File: src/rtl/instruction_fetch_unit_if.sv
// Fetch-side bus of the nibble CPU: instruction memory port, IR handshake
// toward decode, and the branch/halt controls coming back from execute.
interface instruction_fetch_unit_if #(
  parameter int ADDR_WIDTH = 5,
  parameter int DATA_WIDTH = 8
);
  logic [ADDR_WIDTH-1:0] address;
  logic [DATA_WIDTH-1:0] data;
  logic [DATA_WIDTH-1:0] instruction;
  logic [ADDR_WIDTH-1:0] instr_pc;
  logic                  instr_valid;
  logic                  instr_ready;
  logic                  branch_taken;
  logic [ADDR_WIDTH-1:0] branch_target;
  logic                  halt;
  logic                  halted;

  // Valid/ready: a transfer happens on a rising edge where instr_valid and
  // instr_ready are both high; instruction/instr_pc stay stable while
  // instr_valid is high and instr_ready is low; ready never gates valid.
  modport master (
    output address, instruction, instr_pc, instr_valid, halted,
    input  data, instr_ready, branch_taken, branch_target, halt
  );

  modport slave (
    input  address, instruction, instr_pc, instr_valid, halted,
    output data, instr_ready, branch_taken, branch_target, halt
  );
endinterface

File: src/rtl/instruction_fetch_unit.sv
// Sequential fetch stage: owns the PC, reads the combinational instruction
// memory and holds one fetched byte in the IR until decode accepts it.
module instruction_fetch_unit #(
  parameter int                    ADDR_WIDTH   = 5,
  parameter int                    DATA_WIDTH   = 8,
  parameter logic [ADDR_WIDTH-1:0] RESET_VECTOR = '0
) (
  input  logic                      clk,
  input  logic                      reset,
  instruction_fetch_unit_if.master  bus,
  output logic                      state_dbg
);

  typedef enum logic {RUN = 1'b0, HALT = 1'b1} state_t;

  localparam logic [ADDR_WIDTH-1:0] PC_STEP = ADDR_WIDTH'(1);

  state_t                state;
  logic [ADDR_WIDTH-1:0] pc;
  logic [DATA_WIDTH-1:0] ir;
  logic [ADDR_WIDTH-1:0] ir_pc;
  logic                  ir_valid;
  logic                  halted_q;
  logic                  advance;

  // The IR can take a new byte when it is empty or being consumed this edge.
  assign advance = (state == RUN) && (!ir_valid || bus.instr_ready);

  always_ff @(posedge clk) begin
    if (reset) begin
      state    <= RUN;
      pc       <= RESET_VECTOR;
      ir       <= '0;
      ir_pc    <= '0;
      ir_valid <= 1'b0;
      halted_q <= 1'b0;
    end else begin
      case (state)
        RUN: begin
          if (bus.halt) begin
            state    <= HALT;
            ir_valid <= 1'b0;
            halted_q <= 1'b1;
          end else if (bus.branch_taken) begin
            // Byte read at the old PC is wrong-path; drop it along with the IR.
            pc       <= bus.branch_target;
            ir_valid <= 1'b0;
          end else if (advance) begin
            ir       <= bus.data;
            ir_pc    <= pc;
            ir_valid <= 1'b1;
            pc       <= pc + PC_STEP;
          end
        end
        HALT: begin
          ir_valid <= 1'b0;
          halted_q <= 1'b1;
        end
        default: state <= RUN;
      endcase
    end
  end

  assign bus.address     = pc;
  assign bus.instruction = ir;
  assign bus.instr_pc    = ir_pc;
  assign bus.instr_valid = ir_valid;
  assign bus.halted      = halted_q;
  assign state_dbg       = (state == HALT);

endmodule

File: src/flat_wrapper.sv
// flat-port wrapper written by rule: the top's interface ports become plain ports
module instruction_fetch_unit_flat 
#(
  parameter int                    ADDR_WIDTH   = 5,
  parameter int                    DATA_WIDTH   = 8,
  parameter logic [ADDR_WIDTH-1:0] RESET_VECTOR = '0
)
  (clk, reset, state_dbg, bus_address, bus_instruction, bus_instr_pc, bus_instr_valid, bus_halted, bus_data, bus_instr_ready, bus_branch_taken, bus_branch_target, bus_halt);
  instruction_fetch_unit_if #(.ADDR_WIDTH(ADDR_WIDTH), .DATA_WIDTH(DATA_WIDTH)) bus_i ();
  input  logic clk;
  input  logic reset;
  output logic state_dbg;
  output wire logic [$bits(bus_i.address)-1:0] bus_address;
  output wire logic [$bits(bus_i.instruction)-1:0] bus_instruction;
  output wire logic [$bits(bus_i.instr_pc)-1:0] bus_instr_pc;
  output wire logic [$bits(bus_i.instr_valid)-1:0] bus_instr_valid;
  output wire logic [$bits(bus_i.halted)-1:0] bus_halted;
  input wire logic [$bits(bus_i.data)-1:0] bus_data;
  input wire logic [$bits(bus_i.instr_ready)-1:0] bus_instr_ready;
  input wire logic [$bits(bus_i.branch_taken)-1:0] bus_branch_taken;
  input wire logic [$bits(bus_i.branch_target)-1:0] bus_branch_target;
  input wire logic [$bits(bus_i.halt)-1:0] bus_halt;
  assign bus_address = bus_i.address;
  assign bus_instruction = bus_i.instruction;
  assign bus_instr_pc = bus_i.instr_pc;
  assign bus_instr_valid = bus_i.instr_valid;
  assign bus_halted = bus_i.halted;
  assign bus_i.data = bus_data;
  assign bus_i.instr_ready = bus_instr_ready;
  assign bus_i.branch_taken = bus_branch_taken;
  assign bus_i.branch_target = bus_branch_target;
  assign bus_i.halt = bus_halt;
  instruction_fetch_unit #(.ADDR_WIDTH(ADDR_WIDTH), .DATA_WIDTH(DATA_WIDTH), .RESET_VECTOR(RESET_VECTOR)) u_core (.clk(clk), .reset(reset), .bus(bus_i), .state_dbg(state_dbg));
endmodule
File: config.mk
export PLATFORM = sky130hd
export DESIGN_NAME = instruction_fetch_unit_flat
export DESIGN_NICKNAME = d
export VERILOG_FILES = /design/src/rtl/instruction_fetch_unit_if.sv /design/src/rtl/instruction_fetch_unit.sv /design/src/flat_wrapper.sv
export SDC_FILE = /design/constraint.sdc
export NUM_CORES = 1
export LEC_CHECK = 0
export ABC_AREA = 1
export CAP_MARGIN = 20
export CORE_UTILIZATION = 44
export DETAILED_ROUTE_END_ITERATION = 8
export HOLD_SLACK_MARGIN = 0.15
export MAX_ROUTING_LAYER = met4
export PLACE_DENSITY = 0.89
export SETUP_SLACK_MARGIN = 0.2
export SYNTH_ARGS = -nofsm -noshare
export SYNTH_HDL_FRONTEND = slang
export SYNTH_SLANG_ARGS = --single-unit
File: constraint.sdc
create_clock -name clk -period 2.7 [get_ports clk]
set_input_delay 0.675 -clock clk [delete_from_list [all_inputs] [get_ports clk]]
set_output_delay 0.675 -clock clk [all_outputs]
set_load 0.05 [all_outputs]
==> results.py, run 1 <==
metrics = {
    "cts": {
        "postCtsSetupBuffers": 0,
        "cts_tree": "yes",
        "post_cts_resized": 0,
        "cts_made_buffers": 3,
        "cts.sinks": 21,
        "htree_levels": 1,
        "cts_root_buf": "clkbuf_4",
        "ctsHoldBuffers": 0,
        "clkLatencyLatePin_ns": 0.29,
        "clk_path_buf_depth": 2,
        "clkTransAtPathRegs_ns": 0.11,
    },
    "sta": {
        "setup_tns_ns": 0,
        "fmax_mhz": 438,
        "post-route-period-util": 0.846,
        "max_slew.worst_pin.slew_ns": 0.512,
        "rsz0062_at_grt": "false",
        "timing.final.crit_period_ns": 2.29,
        "setup_violations": 0,
        "slew_viol_final": 0,
        "final_hold_viol_count": 0,
        "fin_worst_skew_ns": 0.00163,
        "slew_headroom": 0.657,
    },
    "worst_setup_path": {
        "endpoint_kind": "primary output",
        "r2r_start": "u_core.bus.address[0]",
        "crit_chain": "clkdlybuf4s50_1",
        "cp_max_fo": 7,
        "crit_start": "u_core.bus.address[0]",
        "crit_arrival_ns": 1.61,
        "path_buf_inv": 1,
        "startpoint_type": "flip-flop",
        "critPathKind": "reg -> out",
        "critical_path_required_ns": 2.03,
        "slowest_stage": "clkdlybuf4s50_1",
        "critPathTopFamily": "buffers and inverters",
        "slowest_delay_ns": 0.85,
    },
    "cells_and_area": {
        "n_antenna_cell": 0,
        "syn2layout_area_growth_pct": 44.0,
        "fillers": 195,
        "drive_gt1_frac": 0.0577,
        "num-nets-final": 176,
    },
    "floorplanning": {
        "rows": 16,
        "core_sq_um": 1960,
        "initial_utilization": 0.466,
        "boundaryPins": 39,
        "dieHeight_microns": 47.6,
        "die_area_sq_um": 2260,
        "die_w_microns": 47.6,
    },
    "logic_synthesis": {
        "syn_inst": 118,
        "synth_common_cells": "dfxtp_1, inv_1, nand2_1",
        "yosys.area.top_type": "dfxtp_1",
        "async_flop_share": 0,
        "avgSynthCellArea_sq_um": 7.74,
        "synth_top_area_share": 0.460,
        "synth_cell_types": 19,
        "synth_seq_cells": 21,
        "yosys_most_used_dff": "dfxtp_1",
        "synth.most_common_cell": "dfxtp_1",
        "yosys-top-cells-area": "dfxtp_1, a21oi_1, inv_1, nand2_1, o21ai_0",
        "synth_warnings": 0,
        "yosysSeqAreaShare": 0.460,
        "synth_fp_nets": 137,
        "synth-edff-count": 0,
        "synth_area_sq_um": 913,
    },
    "global_route": {
        "antenna_found_initial": 0,
        "grt-ovfl-total": 0,
        "grt_pass1_vias": 771,
        "grt_usage": 0.200,
        "grt_pass1_wl_microns": 3110,
        "grt_max_degree": 27,
    },
    "routing": {
        "first_pass_iters": 4,
        "ant_nets": 0,
        "vias": 891,
        "remaining_drc_errors": 0,
        "wl_microns": 2040,
        "first_iter_violations": 21,
        "routed_via_density": 4.87,
        "wl_per_cell_microns": 11.2,
    },
    "outcome": {
        "outcome": "completed",
    },
    "pwr": {
        "p_per_area_nw_per_um2": 528,
        "total_power_uw": 695,
        "vdd_drop_max_v": 0.000248,
        "p_leak_nw": 0.500,
    },
    "job": {
        "cap_violations": 0,
    },
    "worst_hold_path": {
        "min-delay-start": "u_core.bus.instr_pc[0]",
        "worstHoldPathType": "reg -> reg",
    },
    "place": {
        "gp_congestion": 0.933,
        "dp_hpwl_microns": 1550,
        "io_buffer_count": 38,
    },
}
[flip-flops by register name (all words and copies together), names as in the netlist]
signal and cells:
u_core.bus.instr_valid 1, u_core.bus.instr_pc 5, u_core.bus.halted 1, u_core.bus.address 5
u_core.state_dbg 1, u_core.bus.instruction 8
[kinds of logic (layout without fill, tap and decap cells)]
logic type / after synthesis / in the layout / share of synthesized area
simple gates: 38 / 38 / 0.210
compound gates: 34 / 34 / 0.189
buf+inv: 24 / 62 / 0.127
flops: 21 / 21 / 0.460
fa+ha+maj: 1 / 1 / 0.0137
[worst paths after layout]
check	endpoint	slack (ns)	cells after the start
worst max-delay path	bus_address[0]	0.41	1
worst min-delay path	u_core.bus.instr_pc[0]	0.45	2
worst max register to register	u_core.bus.address[4]	1.45	7
worst min register to register	u_core.bus.instr_pc[0]	0.45	2
[metal layers]
metal  global-route usage  routed length [microns]  up-vias
met5                    -                        0        -
met4               0.0611                        0        0
met3               0.0302                      202        0
met2                0.378                     1020       44
met1                0.212                      824      391
li1                     -                        -      456
[layout make-up]
| type | instances | area (sq um) | area share |
|---|---|---|---|
| flip-flops and latches | 21 | 420 | 0.320 |
| multi-input cells | 73 | 377 | 0.286 |
| repair buffers | 38 | 380 | 0.289 |
| inverters | 20 | 77.6 | 0.0590 |
| clock buffers | 4 | 26.3 | 0.0200 |
| well taps | 27 | 33.8 | 0.0257 |
[per-stage QoR]
step | util | area, sq um | hold WS, ns | std cells | worst slack (ns)
final | 0.670 | 1320 | 0.450 | 183 | 0.414
after global routing | 0.670 | 1320 | 0.477 | 183 | 0.363
after CTS | 0.670 | 1320 | 0.453 | 183 | 0.417
after detailed placement | 0.657 | 1290 | 0.436 | 179 | 0.624
after global placement | 0.657 | 1290 | 0.433 | 179 | 0.697
after floorplan | - | 913 | 0.661 | 118 | 1.24
[where the power goes]
| group | leakage, nW | internal, mW | switching [mW] | total [mW] |
|---|---|---|---|---|
| Combinational | 0.312 | 0.0758 | 0.124 | 0.200 |
| Sequential | 0.173 | 0.331 | 0.0169 | 0.348 |
| Clock | 0.0150 | 0.0574 | 0.0891 | 0.146 |
| Total | 0.500 | 0.464 | 0.230 | 0.695 |
[cell usage in the layout, fill, tap and decap left out]
master	n
inv_1	18
dfxtp_1	21
nor2_4	1
inv_2	1
nor2_1	11
nand2_1	16
o21ai_0	11
o211ai_1	1
nand3_1	5
clkbuf_4	3
o21ai_1	7
ha_1	1
inv_4	1
nand3_4	2
a21oi_1	15
nor4_1	1
nand4_1	1
clkbuf_1	1
nand2_2	1
clkdlybuf4s50_1	38
Power figures use the tool's default switching activity.
==> inputs of run 2 (changes only) <==
- CORE_UTILIZATION: 44 -> 37
- PLACE_DENSITY: 0.89 -> 0.8
- clock period: 2.7 -> 2 ns (I/O delays scaled with it)
==> run 2 against run 1 <==
Effect of this change: sequential power rose by 35%; sequential share of layout area increased by 0.65 points; design area decreased by 2.0%; critical path depth is the same; clock-buffer cell count unchanged; via count down 2.4%; critical path type unchanged; register-to-register slack worse by 0.67 ns; power grew 32%.
==> results.py, run 2 (synthesis gave the netlist of run 1 again) <==
metrics = {
    "outcome": {
        "outcome": "completed",
    },
    "worst_setup_path": {
        "slowest_delay_ns": 0.53,
        "critPathKind": "reg -> out",
        "crit_arrival_ns": 1.19,
        "endpoint_kind": "primary output",
        "critPathTopFamily": "buffers and inverters",
        "startpoint_type": "flip-flop",
        "path_buf_inv": 1,
        "slowest_stage": "dlygate4sd2_1",
        "crit_chain": "dlygate4sd2_1",
        "critical_path_required_ns": 1.50,
        "cp_max_fo": 2,
    },
    "global_route": {
        "antenna_found_initial": 0,
        "grt_pass1_vias": 813,
        "grt-ovfl-total": 0,
        "grt_usage": 0.175,
        "grt_max_degree": 27,
        "grt_pass1_wl_microns": 3400,
    },
    "floorplanning": {
        "dieHeight_microns": 51.7,
        "boundaryPins": 39,
        "rows": 17,
        "die_area_sq_um": 2670,
        "initial_utilization": 0.401,
        "die_w_microns": 51.7,
        "core_sq_um": 2280,
    },
    "cells_and_area": {
        "largest_register_ffs": 8,
        "final_core_util": 0.566,
        "fin_cells": 185,
        "final_common_cell": "dfxtp_1",
        "layout_common_cells": "dfxtp_1, inv_1, clkdlybuf4s50_1",
        "stdcell_area_sq_um": 1290,
        "drive_gt1_frac": 0.108,
        "fillers": 236,
        "syn2layout_area_growth_pct": 41.1,
        "num-nets-final": 177,
        "n_antenna_cell": 0,
    },
    "cts": {
        "clk_path_buf_depth": 2,
        "clkTransAtPathRegs_ns": 0.11,
        "cts_tree": "yes",
        "cts_root_buf": "clkbuf_4",
        "clkLatencyLatePin_ns": 0.30,
        "cts_made_buffers": 3,
        "htree_levels": 1,
        "cts.sinks": 21,
    },
    "sta": {
        "fmax_mhz": 591,
        "rsz0062_at_grt": "false",
        "fin_worst_skew_ns": 0.0105,
        "final_hold_viol_count": 0,
        "slew_viol_final": 0,
        "post-route-period-util": 0.845,
        "setup_ws_ns": 0.309,
        "timing.final.crit_period_ns": 1.69,
        "setup_tns_ns": 0,
        "whs_ns": 0.451,
        "max_slew.worst_pin.slew_ns": 0.495,
        "slew_headroom": 0.671,
        "setup_violations": 0,
    },
    "place": {
        "gp_congestion": 0.833,
        "io_buffer_count": 38,
        "pre_cts_ws_ns": 0.152,
        "place_area_sq_um": 1280,
        "place_inst": 181,
    },
    "pwr": {
        "p_per_area_nw_per_um2": 714,
        "switching_share": 0.335,
        "p_int_uw": 612,
        "switchingPower_uw": 308,
        "p_leak_nw": 0.570,
        "power_frac_seq": 0.511,
        "combPwrFrac": 0.276,
        "total_power_uw": 920,
        "vdd_drop_max_v": 0.000378,
        "clock_power_share": 0.213,
    },
    "routing": {
        "first_iter_violations": 8,
        "first_pass_iters": 2,
        "vias": 870,
        "wl_microns": 2000,
        "routed_via_density": 4.70,
        "wl_per_cell_microns": 10.8,
        "remaining_drc_errors": 0,
        "ant_nets": 0,
    },
    "job": {
        "cap_violations": 0,
    },
    "worst_hold_path": {
        "worstHoldPathType": "reg -> reg",
    },
}
[run 2: changes by cell type in the layout (fill, tap and decap cells not counted)]
cell / previous run / this run
dlygate4sd2_1: 0 / 14
clkdlybuf4s50_1: 38 / 17
buf_4: 0 / 8
[run 2: layout make-up]
class,count,area [sq um],area share
inverters,20,77.6,0.0602
flip-flops and latches,21,420,0.326
well taps,28,35.0,0.0272
repair buffers,39,353,0.274
multi-input cells,73,377,0.292
clock buffers,4,26.3,0.0204
[run 2: routing by layer]
metal / share of wire / wire length, microns / global-route usage
met5: 0 / 0 / -
met4: 0.014 / 27 / 0.0811
met3: 0.066 / 132 / 0.0292
met2: 0.46 / 926 / 0.305
met1: 0.46 / 912 / 0.194
[run 2: repair_timing]
| item | CTS | global route |
|---|---|---|
| endpoints found under the setup margin | 14 | 0 |
| hold buffers | 0 | 0 |
| resized for setup | 14 | 0 |
| setup buffers | 0 | 0 |
[run 2: worst paths after layout]
check                             from                         to  slack (ns)  cells after the start
min reg2reg  u_core.bus.instruction[2]  u_core.bus.instruction[2]        0.45                      2
max reg2reg           u_core.state_dbg     u_core.bus.instr_pc[4]        0.78                      4
max             u_core.bus.instr_pc[3]            bus_instr_pc[3]        0.31                      1
min          u_core.bus.instruction[2]  u_core.bus.instruction[2]        0.45                      2
[run 2: power by group through the flow]
stage / Sequential (mW) / Combinational [mW] / Clock (mW)
6_report: 0.470 / 0.254 / 0.196
5_1_grt: 0.475 / 0.273 / 0.226
3_5_place_dp: 0.481 / 0.268 / 0
2_1_floorplan: 0.575 / 0.0747 / 0
4_1_cts: 0.471 / 0.256 / 0.205
3_3_place_gp: 0.478 / 0.263 / 0
[run 2: worst reg2reg max path: cells and delay by family, from the launching register on]
kind / cells / cell delay, ns
AND/OR/NAND/NOR: 2 / 0.47
AO/OA/AOI/OAI: 2 / 0.28
flip-flops: 1 / 0.36
==> inputs of run 3 (changes only) <==
- CORE_UTILIZATION: 37 -> 41
- PLACE_DENSITY: 0.8 -> 0.84
- clock period: 2 -> 1.6 ns (I/O delays scaled with it)
==> run 3 against run 2 <==
Effect of this change: worst hold slack improved by 0.039 ns; final cell count increased by 3.2%; largest power group unchanged; combinational power increased by 71%.
==> results.py, run 3 (synthesis gave the netlist of run 1 again) <==
metrics = {
    "outcome": {
        "outcome": "completed",
    },
    "worst_setup_path": {
        "endpoint_kind": "flip-flop",
        "critPathKind": "in -> reg",
        "startpoint_type": "primary input",
        "critical_path_required_ns": 1.80,
        "cp_max_fo": 11,
        "crit_arrival_ns": 1.58,
    },
    "cts": {
        "cts_root_buf": "clkbuf_4",
        "htree_levels": 1,
        "cts.sinks": 21,
        "clkTransAtPathRegs_ns": 0.10,
        "clk_path_buf_depth": 2,
        "clkLatencyLatePin_ns": 0.31,
        "cts_made_buffers": 3,
        "cts_tree": "yes",
    },
    "place": {
        "place_area_sq_um": 1570,
        "dp_hpwl_microns": 1750,
        "pre_cts_ws_ns": -0.103,
        "gp_congestion": 0.944,
        "io_buffer_count": 38,
    },
    "routing": {
        "wl_per_cell_microns": 12.6,
        "first_iter_violations": 19,
        "ant_nets": 0,
        "vias": 962,
        "routed_via_density": 5.04,
        "first_pass_iters": 5,
        "wl_microns": 2410,
        "remaining_drc_errors": 0,
    },
    "job": {
        "cap_violations": 0,
    },
    "pwr": {
        "p_per_area_nw_per_um2": 805,
        "total_power_mw": 1.29,
        "power_frac_seq": 0.472,
        "combPwrFrac": 0.337,
        "switching_share": 0.324,
        "p_leak_nw": 0.646,
        "switchingPower_uw": 418,
        "clock_power_share": 0.191,
        "p_int_uw": 874,
        "vdd_drop_max_v": 0.000663,
    },
    "global_route": {
        "grt-ovfl-total": 0,
        "antenna_found_initial": 0,
        "grt_pass1_wl_microns": 3840,
        "grt_pass1_vias": 901,
        "grt_usage": 0.216,
        "grt_max_degree": 24,
    },
    "floorplanning": {
        "boundaryPins": 39,
        "initial_utilization": 0.452,
        "core_sq_um": 2020,
        "rows": 16,
        "dieHeight_microns": 49.2,
        "die_w_microns": 49.2,
        "die_area_sq_um": 2420,
    },
    "sta": {
        "slew_viol_final": 0,
        "whs_ns": 0.490,
        "rsz0062_at_grt": "false",
        "timing.final.crit_period_ns": 1.38,
        "fin_worst_skew_ns": 0.00371,
        "slew_headroom": 0.840,
        "setup_tns_ns": 0,
        "post-route-period-util": 0.861,
        "final_hold_viol_count": 0,
        "setup_ws_ns": 0.222,
        "max_slew.worst_pin.slew_ns": 0.240,
        "fmax_mhz": 726,
        "setup_violations": 0,
    },
    "cells_and_area": {
        "n_antenna_cell": 0,
        "num-nets-final": 184,
        "final_common_cell": "buf_12",
        "stdcell_area_sq_um": 1610,
        "drive_gt1_frac": 0.256,
        "largest_register_ffs": 8,
        "layout_common_cells": "buf_12, inv_1, clkdlybuf4s50_1, dfxtp_1, nand2_1",
        "syn2layout_area_growth_pct": 75.8,
    },
    "worst_hold_path": {
        "worstHoldPathType": "reg -> reg",
    },
}
## run 3: worst paths after layout
check / endpoint / slack [ns] / cells after the start / from
setup / recovery: u_core.bus.instruction[6] / 0.22 / 6 / bus_instr_ready
hold / removal: u_core.bus.instr_pc[1] / 0.49 / 2 / u_core.bus.instr_pc[1]
setup reg to reg: u_core.bus.address[4] / 0.38 / 7 / u_core.state_dbg
hold reg to reg: u_core.bus.instr_pc[1] / 0.49 / 2 / u_core.bus.instr_pc[1]
## run 3: final cells by class
class | instances | area (sq um)
inverter | 20 | 77.6
clock buffer | 4 | 26.3
multi-input combinational | 74 | 387
sequential | 21 | 425
fill | 132 | 417
tap | 27 | 33.8
timing repair buffer | 45 | 656
## run 3: metal layers
metal,vias up,global-route usage,routed length [microns]
met2,45,0.377,1240
met1,433,0.231,936
met3,7,0.0436,176
met5,-,-,0
li1,477,-,-
met4,0,0.103,54
## run 3: what timing repair did
item / CTS / global route
buffers inserted: 0 / 0
setup endpoints to repair: 1 / 5
hold buffers: 0 / 0
cloned: 0 / 1
resized for setup: 1 / 1
## run 3: power groups by stage
stage	Combinational, mW	Clock, mW	Sequential (mW)
finish	0.435	0.247	0.610
global route	0.460	0.281	0.616
CTS	0.432	0.259	0.610
detailed placement	0.431	0	0.621
global placement	0.422	0	0.618
floorplan	0.0933	0	0.720
## run 3: stage by stage
step | utilization | std cells
after floorplan | - | 118
after global placement | 0.775 | 186
after detailed placement | 0.775 | 186
after CTS | 0.788 | 190
after global routing | 0.794 | 191
final | 0.794 | 191
## run 3: critical path, cell delays in order
cell and delay [ns]:
clkdlybuf4s50_1 0.45, inv_1 0.05, nand2_1 0.16, nand3_2 0.24, o21ai_1 0.21, a21oi_1 0.06
